`config.mk`:
```
export PLATFORM = sky130hd
export DESIGN_NAME = rgb565_packer
export DESIGN_NICKNAME = d
export VERILOG_FILES = /design/src/rtl/rgb_pkg.sv /design/src/rtl/rgb565_packer_skid_buffer.sv /design/src/rtl/rgb565_packer.sv
export SDC_FILE = /design/constraint.sdc
export NUM_CORES = 1
export LEC_CHECK = 0
export ABC_AREA = 1
export BUFFER_PORTS_ARGS = -buffer_cell sky130_fd_sc_hd__buf_2
export CELL_PAD_IN_SITES_DETAIL_PLACEMENT = 0
export CELL_PAD_IN_SITES_GLOBAL_PLACEMENT = 1
export CORE_MARGIN = 4
export CORE_UTILIZATION = 30
export DETAILED_ROUTE_END_ITERATION = 7
export MAX_ROUTING_LAYER = met4
export PLACE_DENSITY = 0.72
export SLEW_MARGIN = 20
export SYNTH_ARGS = -nofsm -noshare
export SYNTH_HDL_FRONTEND = slang
export SYNTH_HIERARCHICAL = 1
export SYNTH_SLANG_ARGS = --single-unit
```
`constraint.sdc`:
```
create_clock -name i_clk -period 1.8 [get_ports i_clk]
set_input_delay 0.36 -clock i_clk [delete_from_list [all_inputs] [get_ports i_clk]]
set_output_delay 0.36 -clock i_clk [all_outputs]
set_load 0.01 [all_outputs]
```
`src/rtl/rgb_pkg.sv`:
```
// Shared RGB565/RGB888 widths, field offsets and channel expansion helpers.
// RGB565_PACKER_REPLICATE_EN selects MSB replication; otherwise low bits are zero-filled.
package rgb_pkg;

    localparam int unsigned RGB565_R_W = 5;
    localparam int unsigned RGB565_G_W = 6;
    localparam int unsigned RGB565_B_W = 5;
    localparam int unsigned RGB888_W   = 24;
    localparam int unsigned CH_W       = 8;

    localparam int unsigned R_LSB = 16;
    localparam int unsigned G_LSB = 8;
    localparam int unsigned B_LSB = 0;

    typedef struct packed {
        logic [RGB888_W-1:0] data;
        logic                sof;
        logic                eol;
    } pixel_t;

    localparam int unsigned PIXEL_W = $bits(pixel_t);

    function automatic logic [CH_W-1:0] expand5(input logic [4:0] c);
`ifdef RGB565_PACKER_REPLICATE_EN
        return {c, c[4:2]};
`else
        return {c, 3'b000};
`endif
    endfunction

    function automatic logic [CH_W-1:0] expand6(input logic [5:0] g);
`ifdef RGB565_PACKER_REPLICATE_EN
        return {g, g[5:4]};
`else
        return {g, 2'b00};
`endif
    endfunction

endpackage

```
`src/rtl/rgb565_packer_skid_buffer.sv`:
```
// Two-entry valid/ready skid buffer: main output register plus one skid register.
// Upstream ready is the registered "skid empty" flag, so it never depends combinationally on dn_ready.
module pixel_skid_buffer #(
    parameter int unsigned WIDTH = 26
) (
    input  logic             clk,
    input  logic             rst_n,
    input  logic             up_valid,
    output logic             up_ready,
    input  logic [WIDTH-1:0] up_data,
    output logic             dn_valid,
    input  logic             dn_ready,
    output logic [WIDTH-1:0] dn_data
);

    logic [WIDTH-1:0] main_q;
    logic [WIDTH-1:0] skid_q;
    logic             main_v;
    logic             skid_v;
    logic             up_fire;

    assign up_ready = ~skid_v;
    assign up_fire  = up_valid & ~skid_v;
    assign dn_valid = main_v;
    assign dn_data  = main_q;

    // skid_v implies main_v, so a set skid always drains straight into main.
    always_ff @(posedge clk or negedge rst_n) begin
        if (!rst_n) begin
            main_q <= '0;
            skid_q <= '0;
            main_v <= 1'b0;
            skid_v <= 1'b0;
        end else if (skid_v) begin
            if (dn_ready) begin
                main_q <= skid_q;
                skid_v <= 1'b0;
            end
        end else if (up_fire) begin
            if (!main_v || dn_ready) begin
                main_q <= up_data;
                main_v <= 1'b1;
            end else begin
                skid_q <= up_data;
                skid_v <= 1'b1;
            end
        end else if (main_v && dn_ready) begin
            main_v <= 1'b0;
        end
    end

endmodule

```
`src/rtl/rgb565_packer.sv`:
```
// RGB565 -> RGB888 streaming packer with raster-derived sof/eol tags and i_sof resync.
// Expansion style set by RGB565_PACKER_REPLICATE_EN (see rgb_pkg).
module rgb565_packer
    import rgb_pkg::*;
#(
    parameter int unsigned H_ACTIVE = 800,
    parameter int unsigned V_ACTIVE = 480
) (
    input  logic                  i_clk,
    input  logic                  i_rst_n,
    input  logic                  i_valid,
    output logic                  o_ready,
    input  logic [RGB565_R_W-1:0] i_red,
    input  logic [RGB565_G_W-1:0] i_green,
    input  logic [RGB565_B_W-1:0] i_blue,
    input  logic                  i_sof,
    output logic                  o_valid,
    input  logic                  i_ready,
    output logic [RGB888_W-1:0]   o_data,
    output logic                  o_sof,
    output logic                  o_eol,
    output logic                  o_sync_err
);

    localparam int unsigned XW = $clog2(H_ACTIVE);
    localparam int unsigned YW = $clog2(V_ACTIVE);

    logic [XW-1:0] x;
    logic [YW-1:0] y;
    logic          accept;
    logic          at_origin;
    logic          last_x;
    logic          last_y;
    logic          sync_err;
    pixel_t        in_pix;
    pixel_t        out_pix;

    assign accept    = i_valid & o_ready;
    assign at_origin = (x == '0) && (y == '0);
    assign last_x    = (x == XW'(H_ACTIVE - 1));
    assign last_y    = (y == YW'(V_ACTIVE - 1));

    always_comb begin
        in_pix                     = '0;
        in_pix.data[R_LSB +: CH_W] = expand5(i_red);
        in_pix.data[G_LSB +: CH_W] = expand6(i_green);
        in_pix.data[B_LSB +: CH_W] = expand5(i_blue);
        // A resync pixel is re-homed to (0,0), which can never be end-of-line.
        in_pix.sof                 = i_sof | at_origin;
        in_pix.eol                 = ~i_sof & last_x;
    end

    always_ff @(posedge i_clk or negedge i_rst_n) begin
        if (!i_rst_n) begin
            x        <= '0;
            y        <= '0;
            sync_err <= 1'b0;
        end else begin
            sync_err <= accept & i_sof & ~at_origin;
            if (accept) begin
                if (i_sof) begin
                    x <= XW'(1);
                    y <= '0;
                end else if (last_x) begin
                    x <= '0;
                    y <= last_y ? '0 : y + 1'b1;
                end else begin
                    x <= x + 1'b1;
                end
            end
        end
    end

    pixel_skid_buffer #(
        .WIDTH(PIXEL_W)
    ) u_skid (
        .clk      (i_clk),
        .rst_n    (i_rst_n),
        .up_valid (i_valid),
        .up_ready (o_ready),
        .up_data  (in_pix),
        .dn_valid (o_valid),
        .dn_ready (i_ready),
        .dn_data  (out_pix)
    );

    assign o_data     = out_pix.data;
    assign o_sof      = out_pix.sof;
    assign o_eol      = out_pix.eol;
    assign o_sync_err = sync_err;

endmodule

```
# == After elaboration in Yosys (flattened, before gate mapping) ==
# Index checks and enable logic that the tools add are counted.
# totals
input_bits,21
output_inout_bits,29
ff_bits,66
elab_cells,52
# classes
eq_ne,4
n_mux,16
reduce_logical,14
add_sub_neg,2
bitwise,9
# op_table
operator,count
2-to-1 mux 26 bit,4
2-to-1 mux 9 bit,3
2-to-1 mux 10 bit,2
"adder 10 x 1 -> 10 bit, second input constant",1
"== test 10 bit, second input constant",1
zero test 10 bit,1
"adder 9 x 1 -> 9 bit, second input constant",1
"== test 9 bit, second input constant",1
zero test 9 bit,1
AND reduction 3 bit,3
nonzero test 2 bit,4
2-to-1 mux 1 bit,7
AND 1 bit,4
NOT 1 bit,4
logical AND 1 bit,2
"!= test 2 x 1 -> 1 bit, second input constant",1
"!= test 2 bit, second input constant",1
AND reduction 2 bit,1
zero test 1 bit,1
logical OR 1 bit,1
bitwise OR 1 bit,1

# == Depth between registers and ports, before layout ==
# Gate-level depths: netlist of run 1.
# logic_depth
word_depth,6
depth_mapped,10
depth_no_buf,10

# == Cells and area by module ==
# Netlist of run 1, hierarchy kept.
# by_module_without_submodules
mod,n_inst,area_per_inst_um2,seq_area_each_um2,cells_per_inst
pixel_skid_buffer,1,2572.5,1351.3,322
rgb565_packer,1,1255.0,500.5,179

# == Worst setup path after synthesis of run 1 ==
# No wires, ideal clock.
# synth_timing
path_type,reg2reg
start,register u_skid.skid_v
end,register y[7]
arrival_ns,1.448
path_stages_with_launch,11
required_ns,1.682
setup_slack_ns,0.234
path_buffers,3
period_less_slack_ns,1.566
setup_time_ns,0.118
cell_sequence,dfrtp_1 > inv_2 > buf_6 > buf_6 > nand2_1 > inv_1 > nand3_2 > nand2_4 > buf_12 > nand3b_1 > nand2_1
# synth_between
elab_chain_cells,3
# synth_rtl
element,line,text
start: declaration,rgb565_packer_skid_buffer.sv:19,logic skid_v;
start signal: assignment,rgb565_packer_skid_buffer.sv:33,skid_v <= 1'b0;
start signal: assignment,rgb565_packer_skid_buffer.sv:37,skid_v <= 1'b0;
start signal: assignment,rgb565_packer_skid_buffer.sv:45,skid_v <= 1'b1;
NOT 1 bit (no line),-,
net o_ready,rgb565_packer.sv:12,"output logic o_ready,"
AND 1 bit,rgb565_packer.sv:38,assign accept = i_valid & o_ready;
AND reduction 2 bit (no line),-,
end signal: assignment,rgb565_packer.sv:66,y <= last_y ? '0 : y + 1'b1;
end: declaration,rgb565_packer.sv:29,logic [YW-1:0] y;
# The timed path passes the listed nets, and every way through them passes these cells.
# A chain may end at the register's enable or synchronous reset.

# == Worst setup path after layout of run 1 ==
# layout_timing
start,register u_skid.skid_v
end,output o_ready
# layout_between
elab_chain_cells,1
# layout_rtl
element,line
NOT 1 bit (no line),-
end: declaration,rgb565_packer.sv:12
# No other way between the ends.

==> impl_results.md, run 1 <==
- Outcome: completed
- CP Cell Sequence: inv_2 > buf_4 > buf_2
- Hold Crit Class: in -> reg
- VDD IR max: 464 uV
- Final Critical Period: 1630 ps
- First-pass GRT wire length: 15,500 um
- Layout cells sized above 1: 0.156
- Netlist cell types: 27
- Reg clk slew, reported paths: 60 ps
- Unrepaired setup endpoints after global routing: no
- Worst path max stage delay: about 380 ps
- Leak: 2.45 nW
- IO Count: 50
- Htree depth: 3
- Worst endpoint required time: 1440 ps
- CORE AREA: around 12,000 um^2
- 1st-pass router iterations: 4
- Clk Latency, worst-skew pair: 330 ps
- Initial DRC Count: between 200 and 250
- Crit path max-delay cell type: dfrtp_1
- Total gr overflow: 0
- Final setup viols: 0
- Biggest area consumer among synthesized cells: dfrtp_1
- Max Freq: between 600 and 700 MHz
- Chip width: ~120 um
- Maxcap violations: 0
- Area contributors post-synth: dfrtp_1 48%, nand2_1 21%, nand3_1 12%, buf_6 2.9%, nor2_1 2.6%
- Row count: 40
- Post-synth EDFFs: 0
- Area of the die: 14,600 um^2
- Root buffer cell: clkbuf_16
- Most common cell in the netlist: nand2_1
- Worst setup EP type: output pin
- Worst Path Max Fanout: 29
- Clock buffer count from CTS: 9
- Starting density of the core: 0.312
- Async SR Flop Fraction: 1.00
- Cells after Synth: 501
- Core Util, Final: 0.369
- # diodes: 0
- Final nets: about 590
- Hold_buf cts: 1
- Max Slew Vio Count: 0
- Ys flop type: dfrtp_1
- GRT Util Overall: 0.135
- Initial antenna violation count: 0
- CTS tree: done
- Synth top area share: 0.484
- Setup CP Type: reg -> out
- Netlist Area Pre-Place: 3830 um^2
- Wire length per cell: about 12 um
- DP HPWL: 6290 um
- # clock sinks: 74
- Fin Setup TNS: 0 ps
- Yosys Warn Count: 6
- Commonest cells post-synth: 213 x nand2_1, 95 x nand3_1, 74 x dfrtp_1
- Clock Skew: 4.84 ps
- DRT antenna net count: 0
- Final Wtd Congestion: 0.846
- Slew headroom: 0.668
- DR vias/cell: 4.41
- Remaining design rule violation count: 0
- CP Launch Type: flip-flop
- Vias in the first global route: 3,166
- Wire length after detailed routing: between 8000 and 9000 um
- Register area share after synthesis: 0.484
- Largest net degree at the start of global routing: 37
- Synth Register Bits: between 70 and 80
- Vias: 3,248
- Post-CTS Resized: 0
- Slew @ Worst Pin: approximately 500 ps
- PortBufs: 49
- Critical path arrival: 1270 ps
- Layout area overhead: 18.3%
- Syn_area_per_cell: 7.64 um^2
- Fin crit share: 0.903
- Die Ht: roughly 120 um
- Pwr per Cell Area: 1250 nW/um^2
- Fill count: 1,324
- Hold Fails Final Rpt: 0
- Maximum root-to-sink buffer count: 2
- Setup Fix Bufs, Post-CTS: 0
power by group:
| group | total (mW) | internal, mW | switching [mW] | leakage (nW) |
|---|---|---|---|---|
| Sequential | 2.44 | 2.17 | 0.274 | 0.943 |
| Combinational | 1.47 | 0.554 | 0.919 | 1.37 |
| Clock | 1.76 | 1.07 | 0.687 | 0.136 |
| Total | 5.67 | 3.79 | 1.88 | 2.45 |
cell type report:
cell class                 instances  area, um^2  share of cell area
inverter                          26        97.6              0.0216
sequential                        74        1850               0.409
clock inverter                     5        55.1              0.0122
tap                              168         210              0.0464
multi-input combinational        394        1740               0.385
timing repair buffer              59         338              0.0746
clock buffer                      11         233              0.0514
path summary, 6_finish.rpt:
| kind | start | end | slack, ps | cells past startpoint |
|---|---|---|---|---|
| worst max-delay path | u_skid/skid_v$_DFF_PN0_ | o_ready | 170 | 3 |
| worst min-delay path | i_red[2] | u_skid/skid_q[23]$_DFFE_PN0P_ | 280 | 3 |
| worst max register to register | x[0]$_DFFE_PN0N_ | u_skid/dn_data[0]$_DFFE_PN0P_ | 250 | 9 |
| worst min register to register | u_skid/skid_q[2]$_DFFE_PN0P_ | u_skid/skid_q[2]$_DFFE_PN0P_ | 470 | 2 |
| max in group asynchronous | i_rst_n | u_skid/skid_q[2]$_DFFE_PN0P_ | 770 | 3 |
| min in group asynchronous | i_rst_n | x[6]$_DFFE_PN0N_ | 460 | 2 |
metal layers:
layer | share of wire | track usage | wire length (um) | up-vias
li1 | - | - | - | 1710
met5 | 0 | - | 0 | -
met1 | 0.48 | 0.181 | 4280 | 1474
met3 | 0.039 | 0.0210 | 346 | 9
met4 | 0.016 | 0.0531 | 138 | 0
met2 | 0.46 | 0.205 | 4090 | 55
state kept, by name (all words and copies together) (netlist names):
name / cells
x: 10
y: 9
u_skid/skid_q: 26
o_sync_err: 1
u_skid/skid_v: 1
u_skid/dn_valid: 1
u_skid/dn_data: 26
cell usage in the layout, fill, tap and decap left out, types with 2 or more instances in the layout:
master | netlist | layout
a21o_1 | 2 | 2
a21oi_1 | 3 | 3
buf_2 | 9 | 48
buf_4 | 2 | 9
clkbuf_1 | 0 | 2
clkbuf_16 | 0 | 9
clkinv_2 | 0 | 2
clkinvlp_4 | 0 | 2
conb_1 | 1 | 16
dfrtp_1 | 74 | 74
ha_1 | 4 | 4
inv_1 | 20 | 20
inv_2 | 6 | 6
nand2_1 | 213 | 213
nand2_2 | 4 | 4
nand3_1 | 95 | 95
nand3b_1 | 2 | 2
nand4_1 | 3 | 3
nor2_1 | 27 | 27
nor2_2 | 2 | 2
nor3_1 | 5 | 5
o21ai_0 | 9 | 9
xor2_1 | 3 | 3
worst max-delay path, delay by kind of cell, from the launching register on:
family,cells,cell delay (ps)
flops,1,380
buf+inv,3,550
metrics by stage:
step	instance area [um^2]	setup slack, ps	hold WS, ps	power (mW)	std cells
floorplan	3880	234	64.4	3.47	516
global placement	4230	277	271	3.93	720
detailed placement	4230	248	273	3.97	720
CTS	4530	146	269	5.76	737
global route	4530	62.6	287	6.11	737
finish	4530	175	279	5.67	737
cells by family after synthesis:
family                     Yosys count  share of synthesized area
and+or+nand+nor                    355                      0.395
DFF                                 74                      0.484
buffers and inverters               48                     0.0758
AOI/OAI and AO/OA                   16                     0.0242
adders and majority gates            4                     0.0131
xor gates and xnor gates             3                    0.00687
other                                1                   0.000980
No activity file was read; power rests on OpenSTA's default activity.
==> run 2, diff against run 1 <==
Settings changed: BUFFER_PORTS_ARGS -buffer_cell sky130_fd_sc_hd__buf_2 to -buffer_cell sky130_fd_sc_hd__buf_4.
==> run 2 against run 1 <==
Effect of this change:
- setup slack improved by 17 ps
- clock skew rose by 2.5 ps
- sequential cell count did not move
- first-iteration DRC count rose by 12%
- global-route usage barely moved
- hold slack got worse by 11 ps
- clock power rose by 9%
- combinational power rose by 9.5%
- critical path type unchanged
- sequential share of layout area fell by 1.4 points
- critical path depth did not move
- final area rose by 3.5%
==> impl_results.md, run 2 (synthesized netlist as in run 1, its figures left out) <==
- Vias: 3,303 (+1.7%)
- GRT Util Overall: 0.135 (-0.000168)
- Pwr per Cell Area: 1270 nW/um^2 (+1.8%)
- Post-route setup slack: 192 ps (+17.0 ps)
- Vias in the first global route: 3,171 (+0.16%)
- Critical path arrival: 1250 ps (-20 ps)
- Total gr overflow: 0 (unchanged)
- Most common cell on crit path: buf_4
- 1st-pass router iterations: 4 (unchanged)
- IO Count: 50 (unchanged)
- CP Cell Sequence: inv_2 > buf_4 > buf_4
- Initial antenna violation count: 0 (unchanged)
- Leak: 2.50 nW (+2.0%)
- Place WS: 256 ps (+7.30 ps)
- Placed cell count: 721 (+0.14%)
- Worst path max stage delay: 380 ps (about the same)
- Clock Skew: 7.34 ps (+2.50 ps)
- Worst Path Max Fanout: 29 (unchanged)
- DRT antenna net count: 0 (unchanged)
- Met3 Use GR: 0.0233 (+0.00233)
- Slew @ Worst Pin: 515 ps (+19.0 ps)
- Max Freq: 622 MHz (+1.1%)
- Layout area overhead: 22.5%
- Final Critical Period: 1610 ps (-17.0 ps)
- Max Slew Vio Count: 0 (unchanged)
- VDD IR max: 368 uV (-21%)
- M2 GR Usage: 0.213 (+0.00799)
- Final nets: 590 (+0.17%)
- Root buffer cell: clkbuf_16
- GRT busiest layer: met2
- Reg clk slew, reported paths: 60 ps (about the same)
- Final setup viols: 0 (unchanged)
- Fin Setup TNS: 0 ps (unchanged)
- Final Wtd Congestion: 0.829 (-2.0%)
- Worst Hold Slack: 268 ps (-11.4 ps)
- Clk Latency, worst-skew pair: 330 ps (about the same)
- Hold Crit Class: in -> reg
- DP HPWL: 6320 um (+0.40%)
- DR vias/cell: 4.48 (+1.6%)
- Core Util, Final: 0.382 (+0.0131)
- Fill count: 1,299 (-1.9%)
- Die Ht: 121 um (unchanged)
- # clock sinks: 74 (unchanged)
- Row count: 40 (unchanged)
- First-pass GRT wire length: 15,500 um (-0.22%)
- Largest net degree at the start of global routing: 35 (-5.4%)
- Highest-count cells in the layout ignoring fill and taps: 213 x nand2_1, 95 x nand3_1, 74 x dfrtp_1
- Layout Cells excl Fill: 738 (+0.14%)
- Initial DRC Count: 242 (+12%)
- CP Launch Type: flip-flop
- Maxcap violations: 0 (unchanged)
- Worst setup EP type: output pin
- Maximum root-to-sink buffer count: 2 (unchanged)
- Clock buffer count from CTS: 9 (unchanged)
- Post-CTS Resized: 0 (unchanged)
- Leading cell type in the layout, fill and taps excluded: nand2_1
- Crit path max-delay cell type: dfrtp_1
- Chip width: 121 um (unchanged)
- Fin crit share: 0.893 (-0.00943)
- Htree depth: 3 (unchanged)
- Setup CP Type: reg -> out
- Starting density of the core: 0.312 (unchanged)
- Slew headroom: 0.654 (-0.0141)
- Layout cells sized above 1: 0.160 (+0.00323)
- PortBufs: 49 (unchanged)
- Hold Fails Final Rpt: 0 (unchanged)
- Unrepaired setup endpoints after global routing: no
- Remaining design rule violation count: 0 (unchanged)
- Wire length per cell: 12.1 um (+0.87%)
- # diodes: 0 (unchanged)
- Worst endpoint required time: 1440 ps (about the same)
- Routing usage on met1: 0.173 (-0.00769)
- CTS tree: done
- CORE AREA: 12,300 um^2 (unchanged)
- Outcome: completed
- Area of the die: 14,600 um^2 (unchanged)
- Wire length after detailed routing: 8940 um (+1.0%)
## run 2: worst paths after layout
check | from | end | slack, ps | cells past startpoint
worst max-delay path | u_skid/skid_v$_DFF_PN0_ | o_ready | 190 | 3
worst min-delay path | i_green[2] | u_skid/skid_q[14]$_DFFE_PN0P_ | 270 | 3
worst max register to register | x[0]$_DFFE_PN0N_ | u_skid/dn_data[0]$_DFFE_PN0P_ | 230 | 9
min in group asynchronous | i_rst_n | x[5]$_DFFE_PN0N_ | 490 | 2
worst min register to register | u_skid/skid_q[0]$_DFFE_PN0P_ | u_skid/skid_q[0]$_DFFE_PN0P_ | 470 | 2
max in group asynchronous | i_rst_n | u_skid/skid_q[19]$_DFFE_PN0P_ | 770 | 3
## run 2: area by class of cell
| cell class | instances | area, um^2 | area share |
|---|---|---|---|
| Sequential cell | 74 | 1850 | 0.395 |
| Multi-Input combinational cell | 394 | 1740 | 0.372 |
| Timing Repair Buffer | 60 | 465 | 0.0993 |
| Clock buffer | 10 | 229 | 0.0489 |
| Tap cell | 168 | 210 | 0.0448 |
| Inverter | 26 | 97.6 | 0.0208 |
| Clock inverter | 6 | 91.3 | 0.0195 |
## run 2: where the power goes
group	switching (mW)	internal, mW
clock	0.698	1.22
sequential	0.283	2.17
combinational	0.918	0.691
total	1.90	4.07
## run 2: repair_timing
action / CTS / global route
hold buffers: 1 / 0
hold endpoints to repair: 24 / 0
buffers inserted: 0 / 0
## run 2: critical path, delay by kind of cell (launching register included)
kind,cells,cell delay [ps]
buf+inv,3,540
flops,1,380
## run 2: metal layers
layer  vias to the layer above  wire (um)
met5                         -          0
met4                         0        150
met3                        12        304
met2                        52       4160
met1                      1519       4330
li1                       1720          -
## run 2: stage by stage
step                total power [mW]  area (um^2)
global placement                4.09         4360
finish                          5.97         4690
detailed placement              4.12         4360
CTS                             6.06         4690
floorplan                       3.47         3880
global route                    6.43         4690
